### src/rtl/fetch_unit_if.sv
// Instruction-memory request/response bus plus the decoder-side handshake of fetch_unit.
// master is the fetch unit's view; slave is the memory/decoder side.
interface fetch_unit_if;
  logic        imem_req_o;
  logic [31:0] imem_addr_o;
  logic        imem_gnt_i;
  logic        imem_rvalid_i;
  logic [31:0] imem_rdata_i;
  logic [31:0] instr_o;
  logic [31:0] pc_o;
  logic        instr_valid_o;
  logic        instr_ready_i;
  logic        redirect_i;
  logic [31:0] redirect_pc_i;
  logic        halt_i;

  modport master (
    output imem_req_o, imem_addr_o, instr_o, pc_o, instr_valid_o,
    input  imem_gnt_i, imem_rvalid_i, imem_rdata_i, instr_ready_i,
           redirect_i, redirect_pc_i, halt_i
  );

  modport slave (
    input  imem_req_o, imem_addr_o, instr_o, pc_o, instr_valid_o,
    output imem_gnt_i, imem_rvalid_i, imem_rdata_i, instr_ready_i,
           redirect_i, redirect_pc_i, halt_i
  );
endinterface

### src/rtl/fetch_unit.sv
// Single-outstanding instruction fetch unit with a small output buffer, redirect and halt.
// Define FETCH_BUF2_EN for a 2-entry output buffer (default is 1 entry).
module fetch_unit #(
  parameter logic [31:0] RESET_PC = 32'h0000_0000
) (
  input logic          clk_i,
  input logic          rst_i,
  fetch_unit_if.master bus
);

`ifdef FETCH_BUF2_EN
  localparam logic [1:0] DEPTH = 2'd2;
`else
  localparam logic [1:0] DEPTH = 2'd1;
`endif

  typedef enum logic [1:0] {RUN, WAIT, HALT} state_t;

  state_t      state, state_n;
  logic [31:0] fetch_pc, fetch_pc_n;
  logic [31:0] tag_pc, tag_pc_n;
  logic        drop, drop_n;
  logic        halt_pend, halt_pend_n;

  logic [31:0] buf_instr [2];
  logic [31:0] buf_pc    [2];
  logic        rd_ptr, wr_ptr;
  logic [1:0]  count, count_n;

  logic req, grant, resp, flush, push, pop;

  // Requests are only made when the buffer can absorb the response, never in a redirect/halt cycle.
  assign req   = !rst_i && (state == RUN) && (count < DEPTH) && !bus.redirect_i && !bus.halt_i;
  assign grant = req && bus.imem_gnt_i;
  assign resp  = (state == WAIT) && bus.imem_rvalid_i;
  assign flush = bus.redirect_i;
  assign push  = resp && !drop && !flush;
  assign pop   = (count != 2'd0) && bus.instr_ready_i && !flush;

  assign count_n = flush ? 2'd0 : (count + {1'b0, push} - {1'b0, pop});

  always_comb begin
    state_n     = state;
    fetch_pc_n  = fetch_pc;
    tag_pc_n    = tag_pc;
    drop_n      = drop;
    halt_pend_n = halt_pend;

    case (state)
      RUN: begin
        if (grant) begin
          state_n    = WAIT;
          tag_pc_n   = fetch_pc;
          fetch_pc_n = fetch_pc + 32'd4;
        end else if (bus.halt_i) begin
          state_n = HALT;
        end
      end
      WAIT: begin
        if (resp) begin
          state_n     = (halt_pend || bus.halt_i) ? HALT : RUN;
          drop_n      = 1'b0;
          halt_pend_n = 1'b0;
        end else if (bus.halt_i) begin
          halt_pend_n = 1'b1;
        end
      end
      HALT: ;
      default: state_n = RUN;
    endcase

    // A redirect overrides everything, including a coincident halt; an in-flight response gets dropped.
    if (bus.redirect_i) begin
      fetch_pc_n  = {bus.redirect_pc_i[31:2], 2'b00};
      halt_pend_n = 1'b0;
      if (state == WAIT && !bus.imem_rvalid_i) begin
        state_n = WAIT;
        drop_n  = 1'b1;
      end else begin
        state_n = RUN;
        drop_n  = 1'b0;
      end
    end
  end

  always_ff @(posedge clk_i) begin
    if (rst_i) begin
      state     <= RUN;
      fetch_pc  <= RESET_PC;
      tag_pc    <= RESET_PC;
      drop      <= 1'b0;
      halt_pend <= 1'b0;
      count     <= 2'd0;
      rd_ptr    <= 1'b0;
      wr_ptr    <= 1'b0;
    end else begin
      state     <= state_n;
      fetch_pc  <= fetch_pc_n;
      tag_pc    <= tag_pc_n;
      drop      <= drop_n;
      halt_pend <= halt_pend_n;
      count     <= count_n;
      if (flush) begin
        rd_ptr <= 1'b0;
        wr_ptr <= 1'b0;
      end else begin
        if (push) wr_ptr <= (DEPTH == 2'd2) ? ~wr_ptr : 1'b0;
        if (pop)  rd_ptr <= (DEPTH == 2'd2) ? ~rd_ptr : 1'b0;
      end
    end
  end

  always_ff @(posedge clk_i) begin
    if (!rst_i && push) begin
      buf_instr[wr_ptr] <= bus.imem_rdata_i;
      buf_pc[wr_ptr]    <= tag_pc;
    end
  end

  assign bus.imem_req_o    = req;
  assign bus.imem_addr_o   = rst_i ? RESET_PC : fetch_pc;
  assign bus.instr_valid_o = !rst_i && (count != 2'd0);
  assign bus.instr_o       = rst_i ? 32'h0 : buf_instr[rd_ptr];
  assign bus.pc_o          = rst_i ? 32'h0 : buf_pc[rd_ptr];

endmodule

### src/flat_wrapper.sv
// flat-port wrapper written by rule: the top's interface ports become plain ports
module fetch_unit_flat 
#(
  parameter logic [31:0] RESET_PC = 32'h0000_0000
)
  (clk_i, rst_i, bus_imem_req_o, bus_imem_addr_o, bus_instr_o, bus_pc_o, bus_instr_valid_o, bus_imem_gnt_i, bus_imem_rvalid_i, bus_imem_rdata_i, bus_instr_ready_i, bus_redirect_i, bus_redirect_pc_i, bus_halt_i);
  fetch_unit_if bus_i ();
  input logic clk_i;
  input logic rst_i;
  output wire logic [$bits(bus_i.imem_req_o)-1:0] bus_imem_req_o;
  output wire logic [$bits(bus_i.imem_addr_o)-1:0] bus_imem_addr_o;
  output wire logic [$bits(bus_i.instr_o)-1:0] bus_instr_o;
  output wire logic [$bits(bus_i.pc_o)-1:0] bus_pc_o;
  output wire logic [$bits(bus_i.instr_valid_o)-1:0] bus_instr_valid_o;
  input wire logic [$bits(bus_i.imem_gnt_i)-1:0] bus_imem_gnt_i;
  input wire logic [$bits(bus_i.imem_rvalid_i)-1:0] bus_imem_rvalid_i;
  input wire logic [$bits(bus_i.imem_rdata_i)-1:0] bus_imem_rdata_i;
  input wire logic [$bits(bus_i.instr_ready_i)-1:0] bus_instr_ready_i;
  input wire logic [$bits(bus_i.redirect_i)-1:0] bus_redirect_i;
  input wire logic [$bits(bus_i.redirect_pc_i)-1:0] bus_redirect_pc_i;
  input wire logic [$bits(bus_i.halt_i)-1:0] bus_halt_i;
  assign bus_imem_req_o = bus_i.imem_req_o;
  assign bus_imem_addr_o = bus_i.imem_addr_o;
  assign bus_instr_o = bus_i.instr_o;
  assign bus_pc_o = bus_i.pc_o;
  assign bus_instr_valid_o = bus_i.instr_valid_o;
  assign bus_i.imem_gnt_i = bus_imem_gnt_i;
  assign bus_i.imem_rvalid_i = bus_imem_rvalid_i;
  assign bus_i.imem_rdata_i = bus_imem_rdata_i;
  assign bus_i.instr_ready_i = bus_instr_ready_i;
  assign bus_i.redirect_i = bus_redirect_i;
  assign bus_i.redirect_pc_i = bus_redirect_pc_i;
  assign bus_i.halt_i = bus_halt_i;
  fetch_unit #(.RESET_PC(RESET_PC)) u_core (.clk_i(clk_i), .rst_i(rst_i), .bus(bus_i));
endmodule
### config.mk
export PLATFORM = sky130hd
export DESIGN_NAME = fetch_unit_flat
export DESIGN_NICKNAME = d
export VERILOG_FILES = /design/src/rtl/fetch_unit_if.sv /design/src/rtl/fetch_unit.sv /design/src/flat_wrapper.sv
export SDC_FILE = /design/constraint.sdc
export NUM_CORES = 1
export LEC_CHECK = 0
export CAP_MARGIN = 20
export CORE_ASPECT_RATIO = 2
export CORE_UTILIZATION = 44
export CTS_BUF_LIST = sky130_fd_sc_hd__clkbuf_2 sky130_fd_sc_hd__clkbuf_4 sky130_fd_sc_hd__clkbuf_8
export DETAILED_ROUTE_END_ITERATION = 16
export GPL_ROUTABILITY_DRIVEN = 1
export HOLD_SLACK_MARGIN = 0.02
export MAX_ROUTING_LAYER = met4
export PLACE_DENSITY_LB_ADDON = 0.2
export SLEW_MARGIN = 40
export SYNTH_ARGS = -nofsm -noshare
export SYNTH_HDL_FRONTEND = slang
export SYNTH_SLANG_ARGS = --single-unit
export TNS_END_PERCENT = 5
### constraint.sdc
create_clock -name clk_i -period 10.29 [get_ports clk_i]
set_clock_uncertainty 0.05 [all_clocks]
set_input_delay 2.058 -clock clk_i [delete_from_list [all_inputs] [get_ports clk_i]]
set_output_delay 2.058 -clock clk_i [all_outputs]
set_load 0.005 [all_outputs]
# After elaboration in Yosys (flattened, before gate mapping)
# Memories as Yosys holds them, arrays and structs flattened.
# Index checks and enable logic that the tools add are counted.
dict set report classes {
  addsub 3
  n_eq_ne 5
  n_lt_le_gt_ge 1
  n_reduce_logical 32
  n_mux 21
}
# cell n
set ops {}
lappend ops {{2-to-1 mux 32 bit} 6}
lappend ops {{adder 32 x 3 -> 32 bit, second input constant} 1}
lappend ops {{logical AND 1 bit} 13}
lappend ops {{nonzero test 2 bit} 6}
lappend ops {{2-to-1 mux 2 bit} 5}
lappend ops {{2-to-1 mux 1 bit} 9}
lappend ops {{AND reduction 2 bit} 4}
lappend ops {{case mux 2 bit (3 select lines)} 1}
lappend ops {{zero test 1 bit} 5}
lappend ops {{!= test 4 x 3 -> 1 bit, second input constant} 1}
lappend ops {{!= test 3 x 2 -> 1 bit, second input constant} 1}
lappend ops {{AND reduction 3 bit} 1}
lappend ops {{adder 2 x 1 -> 2 bit} 1}
lappend ops {{== test 2 x 1 -> 1 bit, second input constant} 1}
lappend ops {{== test 2 bit, second input constant} 1}
lappend ops {{zero test 2 bit} 1}
lappend ops {{less-than comparator 2 x 1 -> 1 bit, second input constant} 1}
lappend ops {{!= test 2 bit, second input constant} 1}
lappend ops {{OR reduction 2 bit} 1}
lappend ops {{subtractor 2 x 1 -> 2 bit} 1}
lappend ops {{logical OR 1 bit} 1}
dict set report word_totals {
  regBits 70
  mem_bits_rw 128
  wordCells 71
  inputBits 71
  memories 2
  output_inout_bits 98
}
# memory depth width rd rd_clocked_by_memory_dff wr line_no
set memory_table {}
lappend memory_table {u_core.buf_instr 2 32 1 0 1 fetch_unit.sv:25} ;# logic [31:0] buf_instr [2];
lappend memory_table {u_core.buf_pc 2 32 1 0 1 fetch_unit.sv:26} ;# logic [31:0] buf_pc [2];

# Depth between registers and ports, before layout
dict set report depth {
  ltp_word 9
  ltp_mapped 10
  mapped_depth_nobuf 8
}

# Least setup slack after synthesis
# OpenSTA, ideal clock, no wires.
dict set report synth_path {
  kind {input -> register}
  start {input bus_redirect_i}
  end {memory u_core.buf_instr[0][0], enable pin}
  required_time_ns 9.605
  path_stages 4
  setup_time_ns 0.635
  arrival_time_ns 8.562
  n_path_buf 3
  setup_slack_ns 1.043
  path_cell_list {buf_6 > clkbuf_1 > clkbuf_1 > nor4_1}
}
dict set report synth_via {
  elab_chain_len 5
}
# element line_no
set synth_lines {}
lappend synth_lines {{start: declaration} flat_wrapper.sv:19} ;# input wire logic [$bits(bus_i.redirect_i)-1:0] bus_redirect_i;
lappend synth_lines {{zero test 1 bit} fetch_unit.sv:37} ;# assign push = resp && !drop && !flush;
lappend synth_lines {{logical AND 1 bit} fetch_unit.sv:37}
lappend synth_lines {{logical AND 1 bit} fetch_unit.sv:114} ;# if (!rst_i && push) begin
lappend synth_lines {{2-to-1 mux 1 bit} fetch_unit.sv:114}
lappend synth_lines {{2-to-1 mux 1 bit (implied by the code)} fetch_unit.sv:115} ;# buf_instr[wr_ptr] <= bus.imem_rdata_i;
lappend synth_lines {{end: declaration} fetch_unit.sv:25}
# No other way between the ends.

# Worst setup path after layout
dict set report layout_path {
  start {input rst_i}
  end {output bus_imem_addr_o[16]}
}
dict set report layout_via {
  elab_chain_len 1
}
# element line_no
set layout_lines {}
lappend layout_lines {{start: declaration} flat_wrapper.sv:9} ;# input logic rst_i;
lappend layout_lines {{2-to-1 mux 32 bit} fetch_unit.sv:121} ;# assign bus.imem_addr_o = rst_i ? RESET_PC : fetch_pc;
lappend layout_lines {{end: declaration} flat_wrapper.sv:11} ;# output wire logic [$bits(bus_i.imem_addr_o)-1:0] bus_imem_addr_o;
# No other way between the ends.

==> out/qor.yml <==
power:
  finalPower_mw: 1.170
  p_sw_uw: 271.5
  power_frac_clock: 0.432
  leakage_nw: 2.597
  power_frac_comb: 0.092
  power_density_mw_per_mm2: 147.8
  switching_share: 0.2320
  irDropWorstVdd_mv: 0.1358
  seqPwrFrac: 0.476
  p_int_uw: 898.9
logic_synthesis:
  synth-seq-cells: 128
  postSynth.asyncResetShare: 0
  synthDistinctLibCells: 58
  synth_enable_flop_cells: 62
  syn_inst: 587
  synth.area.mux_share: 0.003453
  synth_flop_cell: "dfxtp_1"
  ys_seq_area_frac: 0.5490
  synth_top_family_by_area: "simple AND/OR/NAND/NOR gates"
  synth_xor_area_frac: 0.01208
  synth.avg_cell_area_um2: 9.877
  yosysWarnings: 0
  synth_compound_area_frac: 0.1163
  syn-cell-area_mm2: 0.005798
  synthSimpleGateAreaFrac: 0.2665
  synth-adder-area-share: 0.006474
grt:
  overflow: 0
  grtUsageMet1: 0.2311
  grtUsageMet2: 0.3927
  grt_first_pass_wirelength_um: 23200
  grt_usage: 0.2216
  grt_pass1_vias: 4806
  grt_busiest_layer: "met2"
  use_met3: 0.04774
  grt_max_degree: 73
  antenna_found_initial: 0
run_status:
  status: "complete, no violations"
place:
  io_buffers: 162
  dpl.cell_count: 861
  dp_hpwl_um: 10100
  gp_congestion: 0.8407
  dpl_cell_area_mm2: 0.007453
run:
  maxCapViolations: 0
setup_path:
  crit_top_cell: "buf_4"
  end_kind: "primary output"
  cp_data_required_time_ns: 8.18
  path_depth: 5
  cp_top_family: "buffers and inverters"
  startpoint_type: "primary input"
  path_max_fanout: 72
  path_class: "in2out"
  cp_data_arrival_time_ns: 4.25
  slowest_delay_ns: 0.66
  rr_worst_depth: 5
  crit_buf_inv: 4
  crit_path_cell_trace: "buf_4 -> buf_4 -> buf_4 -> nor2b_1 -> clkdlybuf4s50_1"
  cpMaxStageDelayCell: "buf_4"
finish:
  final_area_mm2: 0.007921
  syn2layout_area_growth_pct: 36.62
  final_util: 0.6132
  layoutNonFillerInstCount: 893
  fill_cells: 1097
  diodes: 0
  nets: 802
  drive_above_1_share: 0.06748
timing:
  tightest_slew_ns: 0.8017
  slew_viol_final: 0
  relSlewSlack: 0.4655
  tns_ns: 0
  fmax_mhz: 157.3
  setup_viol_count_final: 0
  post-route-min-period_ns: 6.358
  rsz0062_at_grt: "no"
  hold_viol: 0
  fin_crit_sh: 0.6179
cts:
  post_cts_buffers: 0
  post_cts_resized: 0
  cts_buffers: 17
  cts_max_level: 4
  cts-root-buf: "clkbuf_8"
  cts_hold_buf: 0
  cts.sinks: 128
  clock_latency_ns: 0.43
  cts_buffer_depth: 2
  cts.clk_slew.worst_paths_ns: 0.07
  cts_tree: "built"
min_path:
  whs_path_depth: 0
  hold_class: "reg2reg"
detailed_routing:
  via_count: 4899
  wl_per_cell_um: 16.54
  drc_errors: 0
  firstDrtPassIters: 6
  routed_wl_um: 14770
  drt_iter0_drc: 214
  drtAntennaViolNets: 0
  viasPerCell: 5.486
floorplanning:
  die_w_um: 83.17
  rows: 59
  start_util: 0.4488
  die_area_mm2: 0.01367
  io_pins: 169
  core_mm2: 0.01292
  die_height_um: 164.3
==> per-layer routing <==
metal	up-vias	share of wire	routed length (um)
li1	2371	-	-
met1	2278	0.39	5734
met2	214	0.53	7810
met3	36	0.051	755
met4	0	0.032	469
met5	-	0	0
==> through the flow <==
stage	setup WS (ns)	hold WS, ns
final	3.932	0.3786
after global routing	3.710	0.3879
after CTS	3.900	0.3775
after detailed placement	3.902	0.3622
after global placement	3.936	0.3644
after floorplan	1.043	0.3581
==> layout make-up <==
type	count	area (um2)	share of cell area
well taps	152	190.2	0.02401
flip-flops and latches	128	3183	0.4018
clock buffers	18	241.5	0.03048
repair buffers	168	1664	0.2101
inverters	11	41.29	0.005212
clock inverters	14	226.5	0.02859
multi-input cells	402	2375	0.2998
==> Yosys cell counts, drive strengths merged, types with 10 or more instances <==
library cell | number | area [um2]
inv | 11 | 41.29
buf | 17 | 101.4
o211ai | 11 | 82.58
clkbuf | 32 | 121.4
edfxtp | 62 | 1862
nor2 | 29 | 111.4
nand3 | 10 | 50.05
a21oi | 37 | 185.2
dfxtp | 66 | 1321
nand4 | 19 | 118.9
nor2b | 88 | 550.5
nand2 | 83 | 311.6
or4 | 11 | 90.08
nor4 | 10 | 77.57
==> path summary, 6_finish.rpt <==
kind	endpoint	from	slack, ns
worst max-delay path	bus_imem_addr_o[16]	rst_i	3.93
worst min-delay path	u_core.buf_pc[0][31]	u_core.tag_pc[31]	0.38
worst max register to register	u_core.fetch_pc[27]	u_core.state[0]	7.61
worst min register to register	u_core.buf_pc[0][31]	u_core.tag_pc[31]	0.38
==> cell families after synthesis <==
group / after synthesis
other: 1
buffers and inverters: 60
and+or+nand+nor: 286
muxes: 2
xor gates and xnor gates: 8
DFF: 128
AOI/OAI and AO/OA: 99
adders and majority gates: 3
==> placed cells by master (no fill, tap or decap), types with 4 or more instances in the layout <==
cell             count
inv_6                6
xnor2_1              6
conb_1               4
and2_1               8
inv_1               10
or4_1                9
nor2_1              28
bufinv_16            5
clkdlybuf4s50_1    161
nor2b_1             88
or3_1                4
a21oi_1             37
a211oi_1             6
a311oi_1             4
o211ai_1            11
edfxtp_1            62
dfxtp_1             66
nor4_1               7
a311o_1              4
nand3_1             10
buf_4                7
a31oi_1              9
nand4_1             19
nand2_1             83
nor3_1               8
clkbuf_8            17
==> flip-flops by register name, summed over array words and instances (netlist names) <==
register	count
u_core.drop	1
u_core.fetch_pc	30
u_core.buf_pc	30
u_core.count	2
u_core.tag_pc	30
u_core.state	2
u_core.buf_instr	32
u_core.halt_pend	1
==> worst register-to-register path: cells and delay by family (launching register included) <==
family	cells	cell delay [ns]
compound gates	1	0.27
buf+inv	1	0.44
flops	1	0.36
simple gates	3	1.46
==> power groups by stage <==
stage	Combinational, mW	Sequential [mW]	Clock [mW]
2_1_floorplan	0.0515	0.561	0
3_3_place_gp	0.106	0.567	0
3_5_place_dp	0.108	0.568	0
4_1_cts	0.109	0.556	0.515
5_1_grt	0.117	0.559	0.536
6_report	0.108	0.557	0.505
No activity file was read; power rests on OpenSTA's default activity.
